==> config.mk <==
export PLATFORM = sky130hd
export DESIGN_NAME = sync_fifo_v2_flat
export DESIGN_NICKNAME = d
export VERILOG_FILES = /design/src/rtl/sync_fifo_v2_if.sv /design/src/rtl/sync_fifo_v2.sv /design/src/flat_wrapper.sv
export SDC_FILE = /design/constraint.sdc
export NUM_CORES = 1
export LEC_CHECK = 0
export ABC_AREA = 0
export ABC_CLOCK_PERIOD_IN_PS = 2800
export BUFFER_PORTS_ARGS = -buffer_cell sky130_fd_sc_hd__buf_2
export CAP_MARGIN = 30
export CORE_MARGIN = 4
export CORE_UTILIZATION = 46
export CTS_CLUSTER_DIAMETER = 100
export DETAILED_ROUTE_END_ITERATION = 10
export GPL_ROUTABILITY_DRIVEN = 0
export PLACE_DENSITY = 0.61
export SLEW_MARGIN = 20
export SYNTH_ARGS = -nofsm -noshare
export SYNTH_HDL_FRONTEND = slang
export SYNTH_SLANG_ARGS = --single-unit
==> constraint.sdc <==
create_clock -name clk -period 2.8 [get_ports clk]
set_input_delay 0.42 -clock clk [delete_from_list [all_inputs] [get_ports clk]]
set_output_delay 0.42 -clock clk [all_outputs]
set_load 0.05 [all_outputs]
==> src/rtl/sync_fifo_v2_if.sv <==
// Bus bundle for sync_fifo_v2: write/read handshakes, thresholds and status flags.
// The FIFO takes the slave modport; a producer/consumer takes the master modport.
interface sync_fifo_v2_if #(
  parameter int WIDTH = 8,
  parameter int DEPTH = 12,
  parameter int CW    = $clog2(DEPTH + 1)
);
  logic             flush;
  logic             wr_en;
  logic [WIDTH-1:0] wr_data;
  logic             rd_en;
  logic [WIDTH-1:0] rd_data;
  logic             rd_valid;
  logic [CW-1:0]    af_thresh;
  logic [CW-1:0]    ae_thresh;
  logic             full;
  logic             empty;
  logic             almost_full;
  logic             almost_empty;
  logic [CW-1:0]    fill_level;
  logic             overflow;
  logic             underflow;
  logic [CW-1:0]    max_level;

  modport master (
    output flush, wr_en, wr_data, rd_en, af_thresh, ae_thresh,
    input  rd_data, rd_valid, full, empty, almost_full, almost_empty,
           fill_level, overflow, underflow, max_level
  );

  modport slave (
    input  flush, wr_en, wr_data, rd_en, af_thresh, ae_thresh,
    output rd_data, rd_valid, full, empty, almost_full, almost_empty,
           fill_level, overflow, underflow, max_level
  );
endinterface

==> src/rtl/sync_fifo_v2.sv <==
// Single-clock FIFO with arbitrary DEPTH, standard or FWFT read, flush and sticky error flags.
// Define FIFO_WATERMARK_EN to make max_level a live high-watermark register (else tied to 0).
module sync_fifo_v2 #(
  parameter int WIDTH = 8,
  parameter int DEPTH = 12,
  parameter int FWFT  = 0,
  parameter int CW    = $clog2(DEPTH + 1)
) (
  input  logic          clk,
  input  logic          rst_n,
  sync_fifo_v2_if.slave bus
);
  localparam int                ADDR_W   = $clog2(DEPTH);
  localparam logic [ADDR_W-1:0] LAST_PTR = ADDR_W'(DEPTH - 1);
  localparam logic [CW-1:0]     FULL_CNT = CW'(DEPTH);

  logic [WIDTH-1:0]  mem [DEPTH];
  logic [ADDR_W-1:0] wr_ptr_q, wr_ptr_d;
  logic [ADDR_W-1:0] rd_ptr_q, rd_ptr_d;
  logic [CW-1:0]     count_q, count_d;
  logic              ovf_q, ovf_d;
  logic              udf_q, udf_d;
  logic              full, empty, rd_acc, wr_acc;

  // Explicit wrap so DEPTH need not be a power of two.
  function automatic logic [ADDR_W-1:0] ptr_inc(input logic [ADDR_W-1:0] p);
    return (p == LAST_PTR) ? '0 : p + 1'b1;
  endfunction

  always_comb begin
    full     = (count_q == FULL_CNT);
    empty    = (count_q == '0);
    rd_acc   = bus.rd_en & ~empty & ~bus.flush;
    wr_acc   = bus.wr_en & (~full | rd_acc) & ~bus.flush;
    wr_ptr_d = wr_ptr_q;
    rd_ptr_d = rd_ptr_q;
    count_d  = count_q;
    ovf_d    = ovf_q;
    udf_d    = udf_q;
    if (bus.flush) begin
      wr_ptr_d = '0;
      rd_ptr_d = '0;
      count_d  = '0;
      ovf_d    = 1'b0;
      udf_d    = 1'b0;
    end else begin
      if (wr_acc) wr_ptr_d = ptr_inc(wr_ptr_q);
      if (rd_acc) rd_ptr_d = ptr_inc(rd_ptr_q);
      case ({wr_acc, rd_acc})
        2'b10:   count_d = count_q + 1'b1;
        2'b01:   count_d = count_q - 1'b1;
        default: count_d = count_q;
      endcase
      ovf_d = ovf_q | (bus.wr_en & full & ~rd_acc);
      udf_d = udf_q | (bus.rd_en & empty);
    end
  end

  always_ff @(posedge clk or negedge rst_n) begin
    if (!rst_n) begin
      wr_ptr_q <= '0;
      rd_ptr_q <= '0;
      count_q  <= '0;
      ovf_q    <= 1'b0;
      udf_q    <= 1'b0;
    end else begin
      wr_ptr_q <= wr_ptr_d;
      rd_ptr_q <= rd_ptr_d;
      count_q  <= count_d;
      ovf_q    <= ovf_d;
      udf_q    <= udf_d;
    end
  end

  // Storage is deliberately not reset; a write-through read sees the old word here.
  always_ff @(posedge clk) begin
    if (wr_acc) mem[wr_ptr_q] <= bus.wr_data;
  end

  if (FWFT != 0) begin : g_fwft
    // Gated to zero while empty so a reset or drained FIFO never shows stale storage.
    assign bus.rd_valid = ~empty;
    assign bus.rd_data  = empty ? '0 : mem[rd_ptr_q];
  end else begin : g_std
    logic [WIDTH-1:0] rd_data_q;
    logic             rd_valid_q;

    always_ff @(posedge clk or negedge rst_n) begin
      if (!rst_n) begin
        rd_data_q  <= '0;
        rd_valid_q <= 1'b0;
      end else begin
        rd_valid_q <= rd_acc;
        if (rd_acc) rd_data_q <= mem[rd_ptr_q];
      end
    end

    assign bus.rd_valid = rd_valid_q;
    assign bus.rd_data  = rd_data_q;
  end

  assign bus.full         = full;
  assign bus.empty        = empty;
  assign bus.almost_full  = (count_q >= bus.af_thresh);
  assign bus.almost_empty = (count_q <= bus.ae_thresh);
  assign bus.fill_level   = count_q;
  assign bus.overflow     = ovf_q;
  assign bus.underflow    = udf_q;

`ifdef FIFO_WATERMARK_EN
  logic [CW-1:0] max_q, max_d;

  always_comb begin
    max_d = max_q;
    if (bus.flush)            max_d = '0;
    else if (count_d > max_q) max_d = count_d;
  end

  always_ff @(posedge clk or negedge rst_n) begin
    if (!rst_n) max_q <= '0;
    else        max_q <= max_d;
  end

  assign bus.max_level = max_q;
`else
  assign bus.max_level = '0;
`endif

endmodule

==> src/flat_wrapper.sv <==
// flat-port wrapper written by rule: the top's interface ports become plain ports
module sync_fifo_v2_flat 
#(
  parameter int WIDTH = 8,
  parameter int DEPTH = 12,
  parameter int FWFT  = 0,
  parameter int CW    = $clog2(DEPTH + 1)
)
  (clk, rst_n, bus_flush, bus_wr_en, bus_wr_data, bus_rd_en, bus_af_thresh, bus_ae_thresh, bus_rd_data, bus_rd_valid, bus_full, bus_empty, bus_almost_full, bus_almost_empty, bus_fill_level, bus_overflow, bus_underflow, bus_max_level);
  sync_fifo_v2_if #(.WIDTH(WIDTH), .DEPTH(DEPTH), .CW(CW)) bus_i ();
  input  logic clk;
  input  logic rst_n;
  input wire logic [$bits(bus_i.flush)-1:0] bus_flush;
  input wire logic [$bits(bus_i.wr_en)-1:0] bus_wr_en;
  input wire logic [$bits(bus_i.wr_data)-1:0] bus_wr_data;
  input wire logic [$bits(bus_i.rd_en)-1:0] bus_rd_en;
  input wire logic [$bits(bus_i.af_thresh)-1:0] bus_af_thresh;
  input wire logic [$bits(bus_i.ae_thresh)-1:0] bus_ae_thresh;
  output wire logic [$bits(bus_i.rd_data)-1:0] bus_rd_data;
  output wire logic [$bits(bus_i.rd_valid)-1:0] bus_rd_valid;
  output wire logic [$bits(bus_i.full)-1:0] bus_full;
  output wire logic [$bits(bus_i.empty)-1:0] bus_empty;
  output wire logic [$bits(bus_i.almost_full)-1:0] bus_almost_full;
  output wire logic [$bits(bus_i.almost_empty)-1:0] bus_almost_empty;
  output wire logic [$bits(bus_i.fill_level)-1:0] bus_fill_level;
  output wire logic [$bits(bus_i.overflow)-1:0] bus_overflow;
  output wire logic [$bits(bus_i.underflow)-1:0] bus_underflow;
  output wire logic [$bits(bus_i.max_level)-1:0] bus_max_level;
  assign bus_i.flush = bus_flush;
  assign bus_i.wr_en = bus_wr_en;
  assign bus_i.wr_data = bus_wr_data;
  assign bus_i.rd_en = bus_rd_en;
  assign bus_i.af_thresh = bus_af_thresh;
  assign bus_i.ae_thresh = bus_ae_thresh;
  assign bus_rd_data = bus_i.rd_data;
  assign bus_rd_valid = bus_i.rd_valid;
  assign bus_full = bus_i.full;
  assign bus_empty = bus_i.empty;
  assign bus_almost_full = bus_i.almost_full;
  assign bus_almost_empty = bus_i.almost_empty;
  assign bus_fill_level = bus_i.fill_level;
  assign bus_overflow = bus_i.overflow;
  assign bus_underflow = bus_i.underflow;
  assign bus_max_level = bus_i.max_level;
  sync_fifo_v2 #(.WIDTH(WIDTH), .DEPTH(DEPTH), .FWFT(FWFT), .CW(CW)) u_core (.clk(clk), .rst_n(rst_n), .bus(bus_i));
endmodule
# Word-level counts from Yosys, hierarchy flattened
# Memory sizes are Yosys's and may differ from the RTL's. A register that Yosys moved wholly into a read port is not among the register bits.
# Cells that the tools add are included.
[totals] n_memories=1 reg_bits=15 out_inout_bits=23 in_bits=21 ramBits=96
[memory_table] name="u_core.mem" depth=12 word_bits=8 read_ports=1 rd_ports_with_merged_regs=1 write_ports=1 line="sync_fifo_v2.sv:17" source="logic [WIDTH-1:0] mem [DEPTH];"
[op_classes] mux=12 reduce_logical=5 order_cmp=2 n_bitwise=14 n_eq_ne=5 addsub=4
[op_table] cell="4-bit 2-to-1 mux" count=7
[op_table] cell="4-bit by 1-bit adder with 4-bit output, second input constant" count=3
[op_table] cell="4-bit == test, second input constant" count=3
[op_table] cell="4-bit case mux with 2 select lines" count=1
[op_table] cell="1-bit bitwise AND" count=7
[op_table] cell="4-bit >= comparator" count=1
[op_table] cell="4-bit less-or-equal comparator" count=1
[op_table] cell="4-bit zero test" count=1
[op_table] cell="1-bit 2-to-1 mux" count=4
[op_table] cell="1-bit inverter" count=4
[op_table] cell="2-bit nonzero test" count=2
[op_table] cell="4-bit by 1-bit subtractor with 4-bit output, second input constant" count=1
[op_table] cell="1-bit bitwise OR" count=3
[op_table] cell="3-bit nonzero test" count=1
[op_table] cell="2-bit by 1-bit == test with 1-bit output, second input constant" count=1
[op_table] cell="2-bit == test, second input constant" count=1
[op_table] cell="1-bit zero test" count=1

# Logic depth before layout (Yosys ltp)
# Gate-level depths: netlist of the first run.
[logic_depth] depth_word=10 ltp_mapped=9 ltp_nobuf=8

# Worst setup path before layout of the first run
# Ideal clock, no wire load.
[synth_timing] path_type="register to output" startpoint="register u_core.count_q[1] (netlist: u_core.bus.fill_level[1])" endpoint="output port bus_almost_empty" required_time_ns=2.380 setup_slack_ns=-0.108 path_stages_with_launch=6 arrival_time_ns=2.488 cell_sequence="dfrtp_1 ha_1 nor2b_1 o21a_1 o21a_1 o21ai_0"
[synth_via] elab_chain_len=1
[synth_lines] item="from (decl)" line="sync_fifo_v2.sv:20" source="logic [CW-1:0] count_q, count_d;"
[synth_lines] item="from (signal assigned)" line="sync_fifo_v2.sv:69" source="count_q <= count_d;"
[synth_lines] item="4-bit less-or-equal comparator" line="sync_fifo_v2.sv:105" source="assign bus.almost_empty = (count_q <= bus.ae_thresh);"
[synth_lines] item="to (decl)" line="flat_wrapper.sv:24" source="output wire logic [$bits(bus_i.almost_empty)-1:0] bus_almost_empty;"
# No other way between the ends.

# Worst setup path in the final report of the first run
[layout_timing] startpoint="register u_core.count_q[0] (netlist: u_core.bus.fill_level[0])" endpoint="output port bus_almost_full"
[layout_via] elab_chain_len=1
[layout_lines] item="4-bit >= comparator" line="sync_fifo_v2.sv:104" source="assign bus.almost_full = (count_q >= bus.af_thresh);"
[layout_lines] item="to (decl)" line="flat_wrapper.sv:23" source="output wire logic [$bits(bus_i.almost_full)-1:0] bus_almost_full;"
# No other way between the ends.

==> results of run 1 <==
==> cell type report <==
class,instances,share of cell area
clock inverter,15,0.0249
timing repair buffer,49,0.0449
clock buffer,17,0.0681
multi-input combinational,162,0.255
inverter,15,0.0101
sequential,119,0.569
tap,140,0.0288
==> state kept, by name (all words and copies together) (netlist names) <==
signal                 count
u_core.mem                96
u_core.rd_ptr_q            4
u_core.bus.rd_valid        1
u_core.bus.fill_level      4
u_core.wr_ptr_q            4
u_core.bus.overflow        1
u_core.bus.rd_data         8
u_core.bus.underflow       1
==> cell usage after synthesis, types with 7 or more instances <==
library cell / number
edfxtp_1: 96
mux4_2: 24
dfrtp_1: 23
ha_1: 15
inv_1: 14
and2_1: 11
nand2_1: 11
mux2i_1: 10
nor2_1: 10
o21a_1: 10
o211ai_1: 9
clkbuf_1: 7
==> metrics by stage <==
step                hold WS [ps]  setup slack (ps)  instances
finish                       250               149        517
global route                 247             0.147        517
CTS                          223              93.7        517
detailed placement           436               279        484
global placement             430               364        484
floorplan                    124              50.9        315
==> worst max-delay path by stage <==
stage | start | endpoint | cells past startpoint
final | u_core.bus.fill_level[0] | bus_almost_full | 8
after global routing | u_core.bus.fill_level[0] | bus_almost_full | 8
after CTS | u_core.bus.fill_level[0] | bus_almost_full | 8
after detailed placement | u_core.bus.fill_level[3] | u_core.bus.fill_level[3] | 8
after global placement | u_core.bus.fill_level[3] | u_core.bus.fill_level[3] | 8
after floorplan | u_core.bus.fill_level[1] | u_core.bus.fill_level[3] | 9
==> cells by family (layout without fill, tap and decap cells) <==
family / after synthesis / after routing / synth area share
multiplexers: 36 / 36 / 0.129
adder cells (fa/ha/maj): 15 / 15 / 0.0364
AO/OA/AOI/OAI: 45 / 45 / 0.0611
AND/OR/NAND/NOR: 59 / 59 / 0.0660
flip-flops: 119 / 119 / 0.670
XOR/XNOR: 3 / 3 / 0.00509
other: 1 / 4 / 0.000727
buffers and inverters: 34 / 96 / 0.0320
==> metal layers <==
metal | share of wire | vias to the layer above | routed length, µm | track usage
li1 | - | 1311 | - | -
met1 | 0.44 | 1376 | 4230 | 0.222
met5 | 0 | - | 0 | 0
met3 | 0.064 | 12 | 617 | 0.0414
met4 | 0.012 | 0 | 114 | 0.0713
met2 | 0.48 | 79 | 4660 | 0.253
==> power breakdown <==
group	leakage (nW)	switching, W	total, W	internal, W
Clock	0.276	0.000781	0.00205	0.00126
Sequential	1.16	0.0000861	0.00211	0.00203
Combinational	0.783	0.000946	0.00153	0.000580
Total	2.22	0.00181	0.00568	0.00387
==> flow_summary_export.csv, run 1 <==
group,metric,value,unit
final_layout,antenna_cells,0,
final_layout,layout-drive-gt1-share,0.302,
drt,vias,2778,
final_layout,final_common_cell,"edfxtp_1",
global_route,grt_pass1_vias,2848,
hold_path,holdPathEnd,"u_core.mem[7][5]",
logic_synthesis,synth_area_leader_cell,"edfxtp_1",
clocking,clockBufferDepth,2,
worst_setup_path,rrSetupSlack,250,ps
timing,maxSlewViolCount,0,
worst_setup_path,crit_family,"compound AO/OA/AOI/OAI gates",
timing,post-route-period-util,0.947,
global_route,grt_pass1_wl,15600,µm
worst_setup_path,crit_top_cell,"a21o_1",
logic_synthesis,ys.flop_type,"edfxtp_1",
hold_path,holdPathStages,1,
timing,clock.fmax,377,MHz
run_status,status,"finished, final reports clean",
logic_synthesis,synth_area_leaders,"edfxtp_1, dfrtp_1, mux4_2",
worst_setup_path,reg2reg_to,"u_core.bus.fill_level[3]",
final_layout,fillers,852,
timing,fin_setup_tns,0,ps
worst_setup_path,critPathLaunchType,"flop",
global_route,antenna_found_initial,0,
global_route,grt.total_usage,0.164,
final_layout,final_util,0.558,
worst_setup_path,cp_cell_sequence,"buf_4 > inv_1 > ha_1 > nand2b_1 > a21o_1 > a21o_1 > a21o_1 > buf_2",
hold_path,hp-start,"bus_wr_data[5]",
logic_synthesis,yosysWarningCount,0,
floorplan,die_w,114,µm
clocking,post_cts_resized,0,
timing,max_slew_margin,0.522,
placed_design,place_hpwl,6280,µm
worst_setup_path,slowest_stage,"dfrtp_1",
power,p_total,0.00568,W
final_layout,mostFrequentLayoutCells,"edfxtp_1, buf_2, mux4_2, dfrtp_1, clkbuf_16",
logic_synthesis,synth_seq_cells,119,
power,powerDensity,935,mW/mm²
final_layout,multi_input_area,0.00155,mm²
clocking,clk_pin_slew_worst_paths,60,ps
logic_synthesis,ys_types,50,
worst_setup_path,cp.arrival,2230,ps
placed_design,place_area,0.00551,mm²
final_layout,final_area,0.00608,mm²
clocking,cts-htree-levels,4,
logic_synthesis,syn_area,0.00516,mm²
placed_design,port_buffers,39,
hold_path,min_path_type,"in2reg",
clocking,root_buffer,"clkbuf_8",
timing,period_needed,2650,ps
logic_synthesis,synth_edf_count,96,
floorplan,fp.dieH,114,µm
floorplan,rows,38,
floorplan,ios,44,
power,vdd_drop_max,715,µV
global_route,grt-ovfl-total,0,
worst_setup_path,cp_max_fo,9,
worst_setup_path,worstSetupPathType,"reg2out",
worst_setup_path,timing.rr.start,"u_core.bus.fill_level[3]",
drt,viasPerCell,5.37,
floorplan,die-area,0.0130,mm²
clocking,cts_tree,"done",
logic_synthesis,synth_top_area_frac,0.559,
clocking,cts_buffers,17,
logic_synthesis,synth_cells,312,
worst_setup_path,reg2regPathDepth,8,
timing,worst_pin_slew,710,ps
timing,setup-violations-final,0,
drt,drtIter0Drc,171,
final_layout,area_growth,17.8,%
timing,rsz0062_at_grt,"false",
clocking,hold_buffers,1,
drt,drc,0,
clocking,clk_latency,510,ps
final_layout,regArea,0.00346,mm²
global_route,grt_max_degree,24,
worst_setup_path,cpPeakStageDelay,360,ps
logic_synthesis,yosysSeqAreaShare,0.670,
worst_setup_path,cp_num_buf_inv,3,
power,p_leak,2.22,nW
drt,drtAntennaViolNets,0,
timing,hold_viol_final,0,
flow_run,maxCapViolations,0,
logic_synthesis,syn_area_per_cell,16.5,µm²
logic_synthesis,synthArstFlopShare,0.193,
worst_setup_path,worstPathRequired,2380,ps
timing,finalClockSkew,8.44,ps
floorplan,core,0.0109,mm²
drt,first_pass_iters,5,
final_layout,nNetsFinal,400,
worst_setup_path,setup.worst_path.end_class,"output port",
drt,routedWlPerCell,18.6,µm
clocking,cts_setup_buffers,0,
drt,wl,9630,µm
floorplan,initial_utilization,0.474,
clocking,cts.sinks,119,
No activity file was read; power rests on OpenSTA's default activity.
==> run 2: changes to the inputs <==
--- a/config.mk
+++ b/config.mk
@@ -5,7 +5,7 @@
 export SDC_FILE = /design/constraint.sdc
 export NUM_CORES = 1
 export LEC_CHECK = 0
-export ABC_AREA = 0
+export ABC_AREA = 1
 export ABC_CLOCK_PERIOD_IN_PS = 2800
 export BUFFER_PORTS_ARGS = -buffer_cell sky130_fd_sc_hd__buf_2
 export CAP_MARGIN = 30
==> run 2 against run 1 <==
Effect of this change:
- highest routed layer unchanged
- area after synthesis rose by 0.24%
- core utilization rose by 0.17 points
- via count rose by 28%
- clock power rose by 2%
- first-iteration DRC count rose by 37%
==> flow_summary_export.csv, run 2 <==
group,metric,value,unit
power,p_int,0.00351,W
power,p_total,0.00472,W
global_route,grt_busiest_layer,"met2",
clocking,cts-htree-levels,4,
timing,hold_viol_final,0,
drt,vias,3563,
final_layout,largest-register,"u_core.mem",
worst_setup_path,critPathLaunchType,"flop",
floorplan,core,0.0109,mm²
timing,clock.fmax,455,MHz
global_route,grt_pass1_wl,18600,µm
power,swShare,0.257,
final_layout,instances_no_fill,666,
drt,routedWlPerCell,17.9,µm
logic_synthesis,yosys-top-cells-count,"edfxtp_1, nand2_1, o21ai_0",
power,combPwrFrac,0.127,
final_layout,mostFrequentLayoutCells,"edfxtp_1, nand2_1, o21ai_0, nor2_1, buf_2",
logic_synthesis,yosysWarningCount,0,
logic_synthesis,synth_most_common_cell,"edfxtp_1",
global_route,use_met3,0.0562,
floorplan,ios,44,
power,vdd_drop_max,427,µV
timing,period_needed,2200,ps
drt,drc,0,
final_layout,nNetsFinal,549,
power,switching_power,0.00121,W
worst_setup_path,cp.arrival,1780,ps
placed_design,place_hpwl,8330,µm
global_route,grt_max_degree,51,
floorplan,fp.dieH,114,µm
timing,rsz0062_at_grt,"false",
power,p_leak,2.47,nW
placed_design,place_area,0.00554,mm²
global_route,antenna_found_initial,0,
final_layout,fillers,962,
global_route,grt_use_met1,0.270,
global_route,grt-ovfl-total,0,
power,power.share.clock,0.443,
drt,viasPerCell,5.35,
timing,fin_setup_tns,0,ps
timing,maxSlewViolCount,0,
worst_setup_path,worstPathRequired,2380,ps
final_layout,multi_input_area,0.00150,mm²
logic_synthesis,synth-xor-area-share,0.00677,
clocking,clockBufferDepth,2,
final_layout,regArea,0.00346,mm²
final_layout,area_growth,18.4,%
logic_synthesis,syn_area_per_cell,11.2,µm²
logic_synthesis,synth-compound-area-share,0.109,
power,pwr-share-seq,0.430,
logic_synthesis,synthArstFlopShare,0.193,
power,powerDensity,770,mW/mm²
logic_synthesis,ys.flop_type,"edfxtp_1",
floorplan,die_w,114,µm
clocking,cts_tree,"done",
floorplan,rows,38,
global_route,grt_pass1_vias,3413,
final_layout,final_common_cell,"edfxtp_1",
clocking,clk_latency,410,ps
floorplan,initial_utilization,0.473,
worst_setup_path,setup.worst_path.end_class,"output port",
clocking,cts_setup_buffers,0,
clocking,cts_buffers,17,
timing,finalClockSkew,5.63,ps
clocking,cts.sinks,119,
drt,first_pass_iters,5,
drt,wl,11900,µm
logic_synthesis,syn_area,0.00517,mm²
final_layout,layout-drive-gt1-share,0.169,
global_route,grt.total_usage,0.193,
timing,setup-violations-final,0,
floorplan,die-area,0.0130,mm²
clocking,root_buffer,"clkbuf_16",
logic_synthesis,synth_fa_ha_area_frac,0.0363,
final_layout,final_area,0.00613,mm²
clocking,clk_pin_slew_worst_paths,50,ps
logic_synthesis,synthSimpleGateAreaFrac,0.134,
logic_synthesis,synth_cells,460,
logic_synthesis,synth_top_family_by_area,"simple AND/OR/NAND/NOR gates",
placed_design,dp_cells,633,
final_layout,largest_reg_flops,96,
drt,drtIter0Drc,234,
logic_synthesis,synth_edf_count,96,
timing,hold_ws,277,ps
timing,worst_pin_slew,759,ps
run_status,status,"finished, final reports clean",
final_layout,antenna_cells,0,
logic_synthesis,synth_area_leaders,"edfxtp_1, dfrtp_1, o21ai_0",
drt,drtAntennaViolNets,0,
logic_synthesis,synth_seq_cells,119,
timing,post-route-period-util,0.785,
logic_synthesis,synth_area_leader_cell,"edfxtp_1",
worst_setup_path,worstSetupPathType,"reg2out",
logic_synthesis,yosysSeqAreaShare,0.669,
logic_synthesis,ys_types,27,
global_route,met2_usage,0.297,
logic_synthesis,synth_top_area_frac,0.557,
logic_synthesis,synthMuxAreaShare,0,
placed_design,port_buffers,39,
flow_run,maxCapViolations,0,
timing,max_slew_margin,0.493,
worst_setup_path,cp_max_fo,7,
hold_path,min_path_type,"in2reg",
clocking,post_cts_resized,0,
run 2: final timing paths:
kind | cells after the start | endpoint | start | slack [ps]
setup / recovery | 6 | bus_almost_empty | u_core.bus.fill_level[3] | 600
hold / removal | 2 | u_core.bus.underflow | bus_flush | 280
setup reg to reg | 9 | u_core.mem[1][7] | u_core.bus.fill_level[3] | 650
hold reg to reg | 2 | u_core.bus.rd_data[1] | u_core.bus.rd_data[1] | 480
max in group asynchronous | 2 | u_core.rd_ptr_q[3] | rst_n | 1930
min in group asynchronous | 2 | u_core.wr_ptr_q[2] | rst_n | 520
run 2: metrics by stage:
stage | setup slack, ps | utilization
3_5_place_dp | 613 | 0.507
3_3_place_gp | 682 | 0.507
5_1_grt | 466 | 0.560
6_report | 602 | 0.560
2_1_floorplan | 134 | -
4_1_cts | 574 | 0.560
run 2: cell families (layout without fill, tap and decap cells):
kind of cell    after synthesis  in the layout
buf+inv                      54            117
flops                       119            119
xor+xnor                      4              4
fa+ha+maj                    15             15
compound gates              104            104
other cells                   1              4
simple gates                163            163
run 2: timing repair:
item / CTS / global route
hold buffers: 1 / 0
endpoints found under the hold margin: 23 / 0
endpoints found under the setup margin: 0 / 0
run 2: final cells by class:
type                    count  area share
inverters                  32      0.0196
well taps                 140      0.0286
clock inverters            11      0.0214
repair buffers             53      0.0494
flip-flops and latches    119       0.565
multi-input cells         290       0.244
clock buffers              21      0.0719
run 2: metal layers:
| layer | wire length, µm | vias up |
|---|---|---|
| li1 | - | 1722 |
| met4 | 107 | 0 |
| met3 | 791 | 9 |
| met1 | 5430 | 1731 |
| met2 | 5580 | 101 |
| met5 | 0 | - |
run 2: worst max-delay path, stage by stage, from the launching register on:
cell	delay, ps
dfrtp_1	460
ha_1	340
nand2_1	70
o21bai_1	100
nand2_1	50
o21ai_0	60
buf_2	280
run 2: power by group through the flow:
| stage | registers (W) | clock network (W) | logic [W] |
|---|---|---|---|
| after floorplan | 0.00226 | 0 | 0.000221 |
| after global placement | 0.00206 | 0 | 0.000599 |
| after detailed placement | 0.00206 | 0 | 0.000604 |
| after CTS | 0.00203 | 0.00212 | 0.000607 |
| after global routing | 0.00204 | 0.00220 | 0.000650 |
| final | 0.00203 | 0.00209 | 0.000600 |
